### src/rtl/mem_bus_master.sv
// Request sequencer for the 256x16 synchronous RAM stage: turns one load/store request
// at a time into MREAD/MWRITE bus cycles and returns a single response per request.
module mem_bus_master #(
   parameter int ADDR_W  = 9,
   parameter int DATA_W  = 16,
   parameter int RD_WAIT = 1
) (
   input  logic              clk,
   input  logic              reset_n,
   input  logic              req_valid,
   output logic              req_ready,
   input  logic              req_write,
   input  logic [ADDR_W-1:0] req_addr,
   input  logic [DATA_W-1:0] req_wdata,
   output logic              rsp_valid,
   input  logic              rsp_ready,
   output logic [DATA_W-1:0] rsp_rdata,
   output logic              rsp_err,
   output logic [1:0]        mem_cmd,
   output logic [ADDR_W-1:0] mem_addr,
   output logic [DATA_W-1:0] write_data,
   input  logic [DATA_W-1:0] read_data
);

   localparam logic [1:0] MNONE  = 2'b00;
   localparam logic [1:0] MWRITE = 2'b01;
   localparam logic [1:0] MREAD  = 2'b10;
   localparam int CNT_W = (RD_WAIT > 1) ? $clog2(RD_WAIT) : 1;

   typedef enum logic [2:0] {
      S_IDLE,
      S_WR,
      S_RD_ISSUE,
      S_RD_WAIT,
      S_RSP
   } state_t;

   state_t            state_q, state_d;
   logic [ADDR_W-1:0] addr_q, addr_d;
   logic [DATA_W-1:0] wdata_q, wdata_d;
   logic              write_q, write_d;
   logic              err_q, err_d;
   logic [CNT_W-1:0]  cnt_q, cnt_d;
   logic              req_ready_q, req_ready_d;
   logic              rsp_valid_q, rsp_valid_d;
   logic [DATA_W-1:0] rsp_rdata_q, rsp_rdata_d;
   logic              rsp_err_q, rsp_err_d;
   logic [1:0]        mem_cmd_q, mem_cmd_d;
   logic [ADDR_W-1:0] mem_addr_q, mem_addr_d;
   logic [DATA_W-1:0] write_data_q, write_data_d;

   // Both channels: a transfer happens on a rising edge where valid and ready are both high;
   // the sender holds valid and its payload unchanged until that edge.
   always_comb begin
      state_d      = state_q;
      addr_d       = addr_q;
      wdata_d      = wdata_q;
      write_d      = write_q;
      err_d        = err_q;
      cnt_d        = cnt_q;
      mem_cmd_d    = MNONE;
      mem_addr_d   = mem_addr_q;
      write_data_d = write_data_q;
      rsp_valid_d  = rsp_valid_q;
      rsp_rdata_d  = rsp_rdata_q;
      rsp_err_d    = rsp_err_q;

      case (state_q)
         S_IDLE: begin
            if (req_valid) begin
               addr_d  = req_addr;
               wdata_d = req_wdata;
               write_d = req_write;
               err_d   = req_addr[ADDR_W-1];
               if (req_addr[ADDR_W-1]) begin
                  state_d = S_RSP;
               end else if (req_write) begin
                  state_d = S_WR;
               end else begin
                  state_d = S_RD_ISSUE;
               end
            end
         end
         S_WR: begin
            state_d = S_RSP;
         end
         S_RD_ISSUE: begin
            cnt_d   = CNT_W'(RD_WAIT - 1);
            state_d = S_RD_WAIT;
         end
         S_RD_WAIT: begin
            if (cnt_q == '0) begin
               state_d = S_RSP;
            end else begin
               cnt_d = cnt_q - CNT_W'(1);
            end
         end
         S_RSP: begin
            if (rsp_valid_q && rsp_ready) begin
               state_d = S_IDLE;
            end
         end
         default: begin
            state_d = S_IDLE;
         end
      endcase

      // Bus and response registers trail the state by one cycle, so MREAD is still on the
      // bus at the edge where read_data is captured into the response.
      if (state_q == S_WR) begin
         mem_cmd_d    = MWRITE;
         mem_addr_d   = addr_q;
         write_data_d = wdata_q;
      end
      if (state_q == S_RD_ISSUE || state_q == S_RD_WAIT) begin
         mem_cmd_d  = MREAD;
         mem_addr_d = addr_q;
      end
      if (state_q == S_RSP) begin
         if (!rsp_valid_q) begin
            rsp_valid_d = 1'b1;
            rsp_err_d   = err_q;
            rsp_rdata_d = (!err_q && !write_q) ? read_data : '0;
         end else if (rsp_ready) begin
            rsp_valid_d = 1'b0;
         end
      end

      req_ready_d = (state_d == S_IDLE);
   end

   always_ff @(posedge clk or negedge reset_n) begin
      if (!reset_n) begin
         state_q      <= S_IDLE;
         addr_q       <= '0;
         wdata_q      <= '0;
         write_q      <= 1'b0;
         err_q        <= 1'b0;
         cnt_q        <= '0;
         req_ready_q  <= 1'b1;
         rsp_valid_q  <= 1'b0;
         rsp_rdata_q  <= '0;
         rsp_err_q    <= 1'b0;
         mem_cmd_q    <= MNONE;
         mem_addr_q   <= '0;
         write_data_q <= '0;
      end else begin
         state_q      <= state_d;
         addr_q       <= addr_d;
         wdata_q      <= wdata_d;
         write_q      <= write_d;
         err_q        <= err_d;
         cnt_q        <= cnt_d;
         req_ready_q  <= req_ready_d;
         rsp_valid_q  <= rsp_valid_d;
         rsp_rdata_q  <= rsp_rdata_d;
         rsp_err_q    <= rsp_err_d;
         mem_cmd_q    <= mem_cmd_d;
         mem_addr_q   <= mem_addr_d;
         write_data_q <= write_data_d;
      end
   end

   assign req_ready  = req_ready_q;
   assign rsp_valid  = rsp_valid_q;
   assign rsp_rdata  = rsp_rdata_q;
   assign rsp_err    = rsp_err_q;
   assign mem_cmd    = mem_cmd_q;
   assign mem_addr   = mem_addr_q;
   assign write_data = write_data_q;

endmodule

### config.mk
export PLATFORM = sky130hd
export DESIGN_NAME = mem_bus_master
export DESIGN_NICKNAME = d
export VERILOG_FILES = /design/src/rtl/mem_bus_master.sv
export SDC_FILE = /design/constraint.sdc
export NUM_CORES = 1
export LEC_CHECK = 0
export ABC_CLOCK_PERIOD_IN_PS = 2500
export BUFFER_PORTS_ARGS = -buffer_cell sky130_fd_sc_hd__buf_2
export CAP_MARGIN = 20
export CELL_PAD_IN_SITES_DETAIL_PLACEMENT = 0
export CELL_PAD_IN_SITES_GLOBAL_PLACEMENT = 1
export CORE_ASPECT_RATIO = 0.6
export CORE_UTILIZATION = 44
export CTS_CLUSTER_DIAMETER = 100
export DETAILED_ROUTE_END_ITERATION = 12
export PLACE_DENSITY_LB_ADDON = 0.1
export SLEW_MARGIN = 20
export SYNTH_ARGS = -nofsm -noshare
export SYNTH_HDL_FRONTEND = slang
export SYNTH_SLANG_ARGS = --single-unit
### constraint.sdc
create_clock -name clk -period 2.5 [get_ports clk]
set_input_delay 0.25 -clock clk [delete_from_list [all_inputs] [get_ports clk]]
set_output_delay 0.25 -clock clk [all_outputs]
set_load 0.02 [all_outputs]
==> results of run 1 <==
[per-stage QoR]
stage	std cells	instance area (um^2)	hold slack, ns	utilization	power [W]
6_report	373	3885	0.05681	0.6110	0.005659
3_3_place_gp	357	3535	0.4494	0.5559	0.004175
4_1_cts	373	3885	0.09566	0.6110	0.005737
3_5_place_dp	357	3535	0.4506	0.5559	0.004222
2_1_floorplan	189	3025	-0.04559	-	0.003626
5_1_grt	373	3885	0.1128	0.6110	0.006012
[state kept, by name (all words and copies together), names as in the netlist]
signal and cells:
wdata_q 16, state_q 3, mem_cmd 2, rsp_valid 1, mem_addr 9, write_q 1, req_ready 1, rsp_rdata 16
addr_q 9, rsp_err 1, write_data 16
[path summary, 6_finish.rpt]
check	endpoint	slack, ns
setup / recovery	mem_addr[4]	0.69
setup reg to reg	mem_addr[4]	0.69
min in group clk	addr_q[7]	0.14
hold reg to reg	wdata_q[9]	0.48
max in group asynchronous	rsp_rdata[11]	1.86
hold / removal	write_data[3]	0.06
[layer usage]
| layer | GRT usage | vias up |
|---|---|---|
| li1 | - | 861 |
| met1 | 0.2225 | 910 |
| met2 | 0.2586 | 59 |
| met3 | 0.07586 | 0 |
| met4 | 0.04561 | 0 |
| met5 | 0 | - |
[power groups by stage]
| stage | Clock, W | Combinational (W) | Sequential [W] |
|---|---|---|---|
| 3_3_place_gp | 0 | 0.00194 | 0.00223 |
| 2_1_floorplan | 0 | 0.00111 | 0.00251 |
| 5_1_grt | 0.00158 | 0.00211 | 0.00232 |
| 6_report | 0.00149 | 0.00195 | 0.00222 |
| 4_1_cts | 0.00153 | 0.00198 | 0.00223 |
| 3_5_place_dp | 0 | 0.00198 | 0.00224 |
[synthesized netlist by cell type]
| cell type | instances | area, um^2 |
|---|---|---|
| dfrtp_1 | 74 | 1852 |
| mux2_2 | 67 | 754.5 |
| nor3b_1 | 18 | 135.1 |
| buf_6 | 5 | 56.30 |
| clkbuf_1 | 3 | 11.26 |
| buf_4 | 2 | 15.01 |
| mux2_1 | 2 | 22.52 |
| nor2b_1 | 2 | 12.51 |
| nor4b_4 | 2 | 47.55 |
| o21a_1 | 2 | 15.01 |
| a211o_1 | 1 | 8.760 |
| a2bb2oi_1 | 1 | 8.760 |
| and3b_1 | 1 | 8.760 |
| buf_1 | 1 | 3.750 |
| buf_2 | 1 | 5.000 |
| dfstp_2 | 1 | 26.28 |
| nand2_1 | 1 | 3.750 |
| nor2_1 | 1 | 3.750 |
| nor3_1 | 1 | 5.000 |
| nor3b_2 | 1 | 12.51 |
| nor4bb_1 | 1 | 10.01 |
| o21bai_1 | 1 | 7.510 |
[area by class of cell]
type,instances,area (um^2)
fill,517,2474
sequential,75,1878
multi-input combinational,102,1056
timing repair buffer,96,495.5
clock buffer,11,242.7
clock inverter,5,107.6
tap,84,105.1
[placed cells by master (no fill, tap or decap)]
master / count
a211o_1: 1
a2bb2oi_1: 1
and3b_1: 1
buf_2: 90
buf_4: 6
bufinv_16: 3
clkbuf_1: 1
clkbuf_16: 9
clkbuf_8: 1
dfrtp_1: 74
dfstp_2: 1
inv_6: 2
mux2_1: 2
mux2_2: 67
nand2_1: 1
nor2_1: 1
nor2b_1: 2
nor3_1: 1
nor3b_1: 18
nor3b_2: 1
nor4b_4: 2
nor4bb_1: 1
o21a_1: 2
o21bai_1: 1
[logic make-up after synthesis]
| logic type | Yosys count | share of synthesized area |
|---|---|---|
| buffers and inverters | 12 | 0.03018 |
| AND/OR/NAND/NOR | 28 | 0.07899 |
| multiplexers | 69 | 0.2568 |
| flip-flops | 75 | 0.6208 |
| AO/OA/AOI/OAI | 5 | 0.01323 |
==> metrics, run 1 <==
status=finished clean; Least-Margin Pin Slew=0.9060 ns; H-tree depth=3; CTS max path bufs=2; worst setup margin=0.6851 ns; die footprint=0.007222 mm^2; internal power=0.003799 W; input/output buffers=91; CP Depth=2; CTS tree=done; total global routing overflow=0; syn nets=235; total length of routed met3 wires=423 um; RR Startpoint=state_q[1]; vias per cell=4.906; synth warn=0; crit path DAT=2.03 ns; Critical Path RT=2.71 ns; WP buf/inv=0; sequential area share after synthesis=0.6208; Mapped Avg Cell Area=16.01 um^2; Critical Path Fanout Max=10; global-route wire length before repair=9052 um; Clock Skew=0.004975 ns; setup violators final=0; row cnt=22; CP Launch Type=flop; Post-CTS Setup Repair Bufs=0; Worst VDD drop=0.5680 mV; Top Metal Used=met3; max_slew headroom=0.3960; sequential share of power=0.392; Tcrit/Tclk final=0.7260; WL final=5500 um; Setup crit end kind=flop; largest net degree at the start of global routing=76; routability-driven placement congestion ratio=0.6890; dpl ws=0.6512 ns; NetSw=0.001859 W; Comb power frac=0.345; cts repair resizes=0; Fmax=551.0 MHz; Post-Syn Instances=189; Final #Nets=330; Hold Crit Class=in -> async; drc violations=0; Sink Count=75; synthesized cell area=0.003025 mm^2; routed wl met2=2360 um; clk_lat worst skew=0.32 ns; DR iter-0 viols=60; leakage power=1.870 nW; Ports=92; vias in the first global route=1885; Routed wire per std cell=14.75 um; Crit-path slowest cell=o21bai_1; post-route minimum period=1.815 ns; Reg2Reg Depth=2; Yosys cell types=22; Worst-path clk slew=0.06 ns; Final HPWL DP=3711 um; Starting Density=0.4758; final antenna-violating net count=0; final hold violations=0; Worst Setup Path Type=reg -> reg; clock root buffer=clkbuf_16; critical path cell sequence=o21bai_1 -> mux2_2; cell family with most CP delay=compound AO/OA/AOI/OAI gates; cts bufs inserted=9; core area=0.006359 mm^2; initial antenna violation count=0; Slew Limit Fails=0; max cap viols=0; #FFs+latches synth=75; DR pass1 iterations=4; unrepaired setup endpoints after global routing=no; clock share of power=0.263; cts-stage hold buffer count=0; Die Ht=66.23 um; share of layout cells above drive strength 1=0.6298; Tot GR Track Use=0.1708; ant diodes=0; DR vias=1830; Die W=109.1 um; pwr dens=1457 mW/mm^2; delay of the slowest critical-path stage=0.77 ns; Post-Route M1 WL=2717 um; Area Growth Syn to Fin=28.41%; Crit. Startpoint=state_q[1]; total negative slack=0 ns; switching share of total power=0.3286
(Power assumes the default switching activity.)
==> inputs of run 2 (changes only) <==
--- a/config.mk
+++ b/config.mk
@@ -5,13 +5,13 @@
 export SDC_FILE = /design/constraint.sdc
 export NUM_CORES = 1
 export LEC_CHECK = 0
-export ABC_CLOCK_PERIOD_IN_PS = 2500
+export ABC_CLOCK_PERIOD_IN_PS = 1500
 export BUFFER_PORTS_ARGS = -buffer_cell sky130_fd_sc_hd__buf_2
 export CAP_MARGIN = 20
 export CELL_PAD_IN_SITES_DETAIL_PLACEMENT = 0
 export CELL_PAD_IN_SITES_GLOBAL_PLACEMENT = 1
 export CORE_ASPECT_RATIO = 0.6
-export CORE_UTILIZATION = 44
+export CORE_UTILIZATION = 37
 export CTS_CLUSTER_DIAMETER = 100
 export DETAILED_ROUTE_END_ITERATION = 12
 export PLACE_DENSITY_LB_ADDON = 0.1
==> constraint.sdc (replaced) <==
create_clock -name clk -period 1.5 [get_ports clk]
set_input_delay 0.15 -clock clk [delete_from_list [all_inputs] [get_ports clk]]
set_output_delay 0.15 -clock clk [all_outputs]
set_load 0.02 [all_outputs]
==> metrics, run 2 (synthesis results as in run 1) <==
pwr dens=2304 mW/mm^2 (+58%); fillers=700 (+35%); Worst VDD drop=0.8841 mV (+56%); H-tree depth=3 (unchanged); share of layout cells above drive strength 1=0.6623 (+0.03254); Reg2Reg Depth=5 (+3); CTS tree=done; max_slew headroom=0.5686 (+0.1726); max cap viols=0 (unchanged); crit path DAT=1.75 ns (-0.28 ns); Die Ht=72.05 um (+8.8%); largest net degree at the start of global routing=32 (-58%); Die W=118.7 um (+8.9%); unrepaired setup endpoints after global routing=yes; most frequent cells in the layout=buf_2 (90), dfrtp_1 (71), mux2_2 (43); Final #Nets=347 (+5.2%); Hold Crit Class=in -> reg; FF/Latch Area=0.001882 mm^2 (+0.20%); Final HPWL DP=4117 um (+11%); Least-Margin Pin Slew=0.6471 ns (-0.2589 ns); CTS max path bufs=2 (unchanged); Slew Limit Fails=0 (unchanged); ant diodes=0 (unchanged); clk_lat worst skew=0.33 ns (about the same); clock root buffer=clkbuf_16; status=complete, but fails checks; sequential share of power=0.380 (-0.012); Min-Delay Path Depth=2; Area Growth Syn to Fin=39.41%; Placed Cells=388 (+8.7%); cts bufs inserted=9 (unchanged); slack of the worst reg-to-reg path=-0.04 ns (-0.73 ns); Worst Setup Path Type=reg -> reg; WL final=6487 um (+18%); Clock Skew=0.005000 ns (+0.00002504 ns); vias per cell=4.659 (-5.0%); Setup crit end kind=flop; Worst-path clk slew=0.05 ns (about the same); DR pass1 iterations=4 (unchanged); input/output buffers=91 (unchanged); Critical Path RT=1.71 ns (-1.00 ns); CP Launch Type=flop; total global routing overflow=0 (unchanged); routability-driven placement congestion ratio=0.7183 (+4.3%); die footprint=0.008555 mm^2 (+18%); switching share of total power=0.3345 (+0.005915); vias in the first global route=1927 (+2.2%); global-route wire length before repair=10170 um (+12%); row cnt=25 (+14%); internal power=0.006467 W (+70%); initial antenna violation count=0 (unchanged); Critical Path Fanout Max=8 (-2); violated checks=setup timing; final antenna-violating net count=0 (unchanged); DR iter-0 viols=67 (+12%); Tot GR Track Use=0.1599 (-0.01093); final hold violations=0 (unchanged); post-route minimum period=1.544 ns (-0.2705 ns); setup violators final=24 (+24); Tcrit/Tclk final=1.030 (+0.3036); core area=0.007883 mm^2 (+24%); Comb power frac=0.415 (+0.070); Sink Count=75 (unchanged); Non-Filler Instances=413 (+11%); Ports=92 (unchanged); Fmax=647.5 MHz (+18%); DR vias=1924 (+5.1%); Finished Core Util=0.5351 (-0.07590); worst setup margin=-0.04442 ns (-0.7295 ns); Starting Density=0.3838 (-0.09199); clock share of power=0.205 (-0.058); multi-input logic area=0.001169 mm^2 (+11%); NetSw=0.003251 W (+75%); commonest non-fill, non-tap cell in the layout=buf_2; leakage power=2.021 nW (+8.1%); drc violations=0 (unchanged); Routed wire per std cell=15.71 um (+6.5%)
==> run 2: changes by cell type in the layout (fill, tap and decap cells not counted), moves of 4 or more <==
cell | before | now
buf_4 | 6 | 10
buf_6 | 0 | 5
clkbuf_16 | 9 | 13
mux2_2 | 67 | 43
mux2_4 | 0 | 24
==> run 2: path summary, 6_finish.rpt <==
path / endpoint / startpoint
min in group asynchronous: write_data[5] / reset_n
hold reg to reg: wdata_q[9] / wdata_q[9]
setup / recovery: write_data[14] / state_q[2]
max in group asynchronous: req_ready / reset_n
hold / removal: addr_q[7] / req_addr[7]
setup reg to reg: write_data[14] / state_q[2]
==> run 2: layer usage <==
metal  wire length, um  share of wire  vias up  track usage
met3               429          0.066        6      0.06761
met1              3365           0.52      957       0.2299
met5                 0              0        -            0
li1                  -              -      900            -
met4                59         0.0091        0      0.05063
met2              2633           0.41       61       0.2164
==> run 2: critical path: stages (launching register included) <==
cell and delay, ns:
dfrtp_2 0.44, buf_4 0.16, nor3b_4 0.22, buf_6 0.14, clkbuf_16 0.15, mux2_2 0.32
==> run 2: layout make-up <==
| type | count | share of cell area |
|---|---|---|
| Clock inverter | 2 | 0.002373 |
| Sequential cell | 75 | 0.4462 |
| Timing Repair Buffer | 113 | 0.1783 |
| Clock buffer | 13 | 0.06408 |
| Multi-Input combinational cell | 102 | 0.2771 |
| Tap cell | 108 | 0.03204 |
==> run 2: repair_timing <==
item | 4_1_cts | 5_1_grt
setup endpoints to repair | 33 | 69
buffers inserted | 0 | 4
gates resized for setup | 3 | 30
hold buffers | 1 | 0
cloned | 0 | 5
hold endpoints to repair | 29 | 0
pin swaps | 0 | 2
==> run 2: power groups by stage <==
| stage | registers, W | logic (W) | clock network (W) |
|---|---|---|---|
| detailed placement | 0.00370 | 0.00354 | 0 |
| floorplan | 0.00419 | 0.00191 | 0 |
| global placement | 0.00371 | 0.00348 | 0 |
| finish | 0.00370 | 0.00403 | 0.00199 |
| CTS | 0.00369 | 0.00356 | 0.00206 |
| global route | 0.00385 | 0.00434 | 0.00215 |
==> run 2: per-stage QoR <==
| step | total power [W] | hold WS, ns | instance area (um^2) | worst slack, ns | setup TNS, ns |
|---|---|---|---|---|---|
| final | 0.009718 | 0.04667 | 4218 | -0.04442 | -0.4806 |
| after global routing | 0.01034 | 0.03473 | 4218 | -0.09176 | -2.650 |
| after CTS | 0.009308 | 0.03545 | 3969 | -0.02336 | -0.2401 |
| after detailed placement | 0.007238 | 0.1209 | 3670 | -0.01654 | -0.1326 |
| after global placement | 0.007195 | 0.1212 | 3670 | 0.002696 | 0 |
| after floorplan | 0.006101 | -0.1456 | 3048 | -0.1270 | -4.425 |
==> inputs of run 3 (changes only) <==
==> constraint.sdc (replaced) <==
create_clock -name clk -period 1.5 [get_ports clk]
set_input_delay 0.15 -clock clk [delete_from_list [all_inputs] [get_ports clk]]
set_output_delay 0.15 -clock clk [all_outputs]
set_load 0.1 [all_outputs]
==> metrics, run 3 (synthesis results as in run 1) <==
status=complete, but fails checks; violated checks=setup timing; Die Ht=72.05 um (unchanged); WHS=0.04796 ns (+0.001283 ns); cts bufs inserted=9 (unchanged); max_slew headroom=0.5683 (about the same); routability-driven placement congestion ratio=0.7069 (-1.6%); Sink Count=75 (unchanged); commonest non-fill, non-tap cell in the layout=buf_2; Placement Cell Area=0.003761 mm^2 (+2.5%); WL final=7006 um (+8.0%); CTS max path bufs=2 (unchanged); Setup crit end kind=flop; final hold violations=0 (unchanged); post-route minimum period=1.530 ns (-0.01447 ns); Tcrit/Tclk final=1.020 (-0.009647); Starting Density=0.3838 (unchanged); final antenna-violating net count=0 (unchanged); Routed wire per std cell=16.80 um (+7.0%); CTS tree=done; initial antenna violation count=0 (unchanged); CP Launch Type=flop; input/output buffers=91 (unchanged); largest net degree at the start of global routing=32 (unchanged); Slew Limit Fails=0 (unchanged); global-route wire length before repair=9998 um (-1.7%); drc violations=0 (unchanged); Hold Crit Class=in -> reg; Die W=118.7 um (unchanged); vias in the first global route=1943 (+0.83%); Critical Path Fanout Max=8 (unchanged); core area=0.007883 mm^2 (unchanged); row cnt=25 (unchanged); total global routing overflow=0 (unchanged); DR iter-0 viols=77 (+15%); most frequent cells in the layout=buf_2 (90), dfrtp_1 (70), mux2_4 (52); share of layout cells above drive strength 1=0.6731 (+0.01084); Tot GR Track Use=0.1562 (-0.003735); total negative slack=-0.2908 ns (+0.1898 ns); DR vias=1899 (-1.3%); max cap viols=0 (unchanged); Clock Skew=0.006486 ns (+0.001486 ns); die footprint=0.008555 mm^2 (unchanged); ant diodes=0 (unchanged); H-tree depth=3 (unchanged); clk_lat worst skew=0.33 ns (about the same); Final #Nets=351 (+1.2%); Worst Setup Path Type=reg -> reg; Fmax=653.6 MHz (+0.95%); crit path DAT=1.74 ns (about the same); Area Growth Syn to Fin=45.91%; DR pass1 iterations=3 (-1); Worst-path clk slew=0.06 ns (about the same); Least-Margin Pin Slew=0.6475 ns (+0.0004794 ns); clock root buffer=clkbuf_16; worst setup margin=-0.02995 ns (+0.01447 ns); Ports=92 (unchanged); Critical Path RT=1.71 ns (about the same); unrepaired setup endpoints after global routing=yes; vias per cell=4.554 (-2.2%); Finished Cell Area=0.004414 mm^2 (+4.7%); fillers=682 (-2.6%); Final HPWL DP=4283 um (+4.0%); setup violators final=23 (-4.2%)
[run 3: cell types whose count changed in the layout (fill, tap and decap cells not counted), sizes merged]
| cell | change |
|---|---|
| buf | +3 |
| bufinv | +2 |
| clkbuf | -2 |
| clkinvlp | +1 |
[run 3: path summary, 6_finish.rpt]
path                              from             to  slack [ns]  cells after the start
max                         state_q[1]        rsp_err       -0.03                      4
max in group asynchronous      reset_n  write_data[2]        0.65                      3
max reg2reg                 state_q[1]        rsp_err       -0.03                      4
min reg2reg                mem_addr[0]    mem_addr[0]        0.50                      1
min in group asynchronous      reset_n  write_data[4]        0.30                      2
min                        req_addr[1]      addr_q[1]        0.05                      2
[run 3: final cells by class]
class / count / area [um^2] / share of cell area
Multi-Input combinational cell: 102 / 1257 / 0.2849
Clock inverter: 5 / 77.57 / 0.01757
Tap cell: 108 / 135.1 / 0.03061
Timing Repair Buffer: 117 / 819.5 / 0.1857
Sequential cell: 75 / 1886 / 0.4272
Clock buffer: 10 / 239.0 / 0.05414
[run 3: critical path, stage by stage (launching register included)]
cell	delay, ns
dfrtp_2	0.48
nor4b_4	0.29
buf_6	0.17
clkbuf_16	0.16
mux2_2	0.32
[run 3: per-stage QoR]
stage               instances  utilization  worst slack (ns)
floorplan                 189            -           -0.2289
global placement          390       0.4771          -0.02293
detailed placement        390       0.4771          -0.06279
CTS                       408       0.5217          -0.02088
global route              417       0.5600          -0.06869
finish                    417       0.5600          -0.02995
[run 3: per-layer routing]
metal / wire length (um) / global-route usage / vias to the layer above / share of wire
li1: - / - / 908 / -
met1: 3501 / 0.2081 / 928 / 0.50
met2: 3014 / 0.2229 / 55 / 0.43
met3: 408 / 0.06761 / 8 / 0.058
met4: 81 / 0.06610 / 0 / 0.012
met5: 0 / 0 / - / 0
[run 3: what timing repair did]
action,CTS,global route
hold buffers,1,0
setup buffers,1,4
resized for setup,5,39
endpoints found under the hold margin,27,0
gates cloned,1,5
endpoints found under the setup margin,27,43
pin swaps,0,2
Power of run 3 is not shown: default switching activity piles up to over one toggle a cycle in this logic, so the estimate is an artifact.
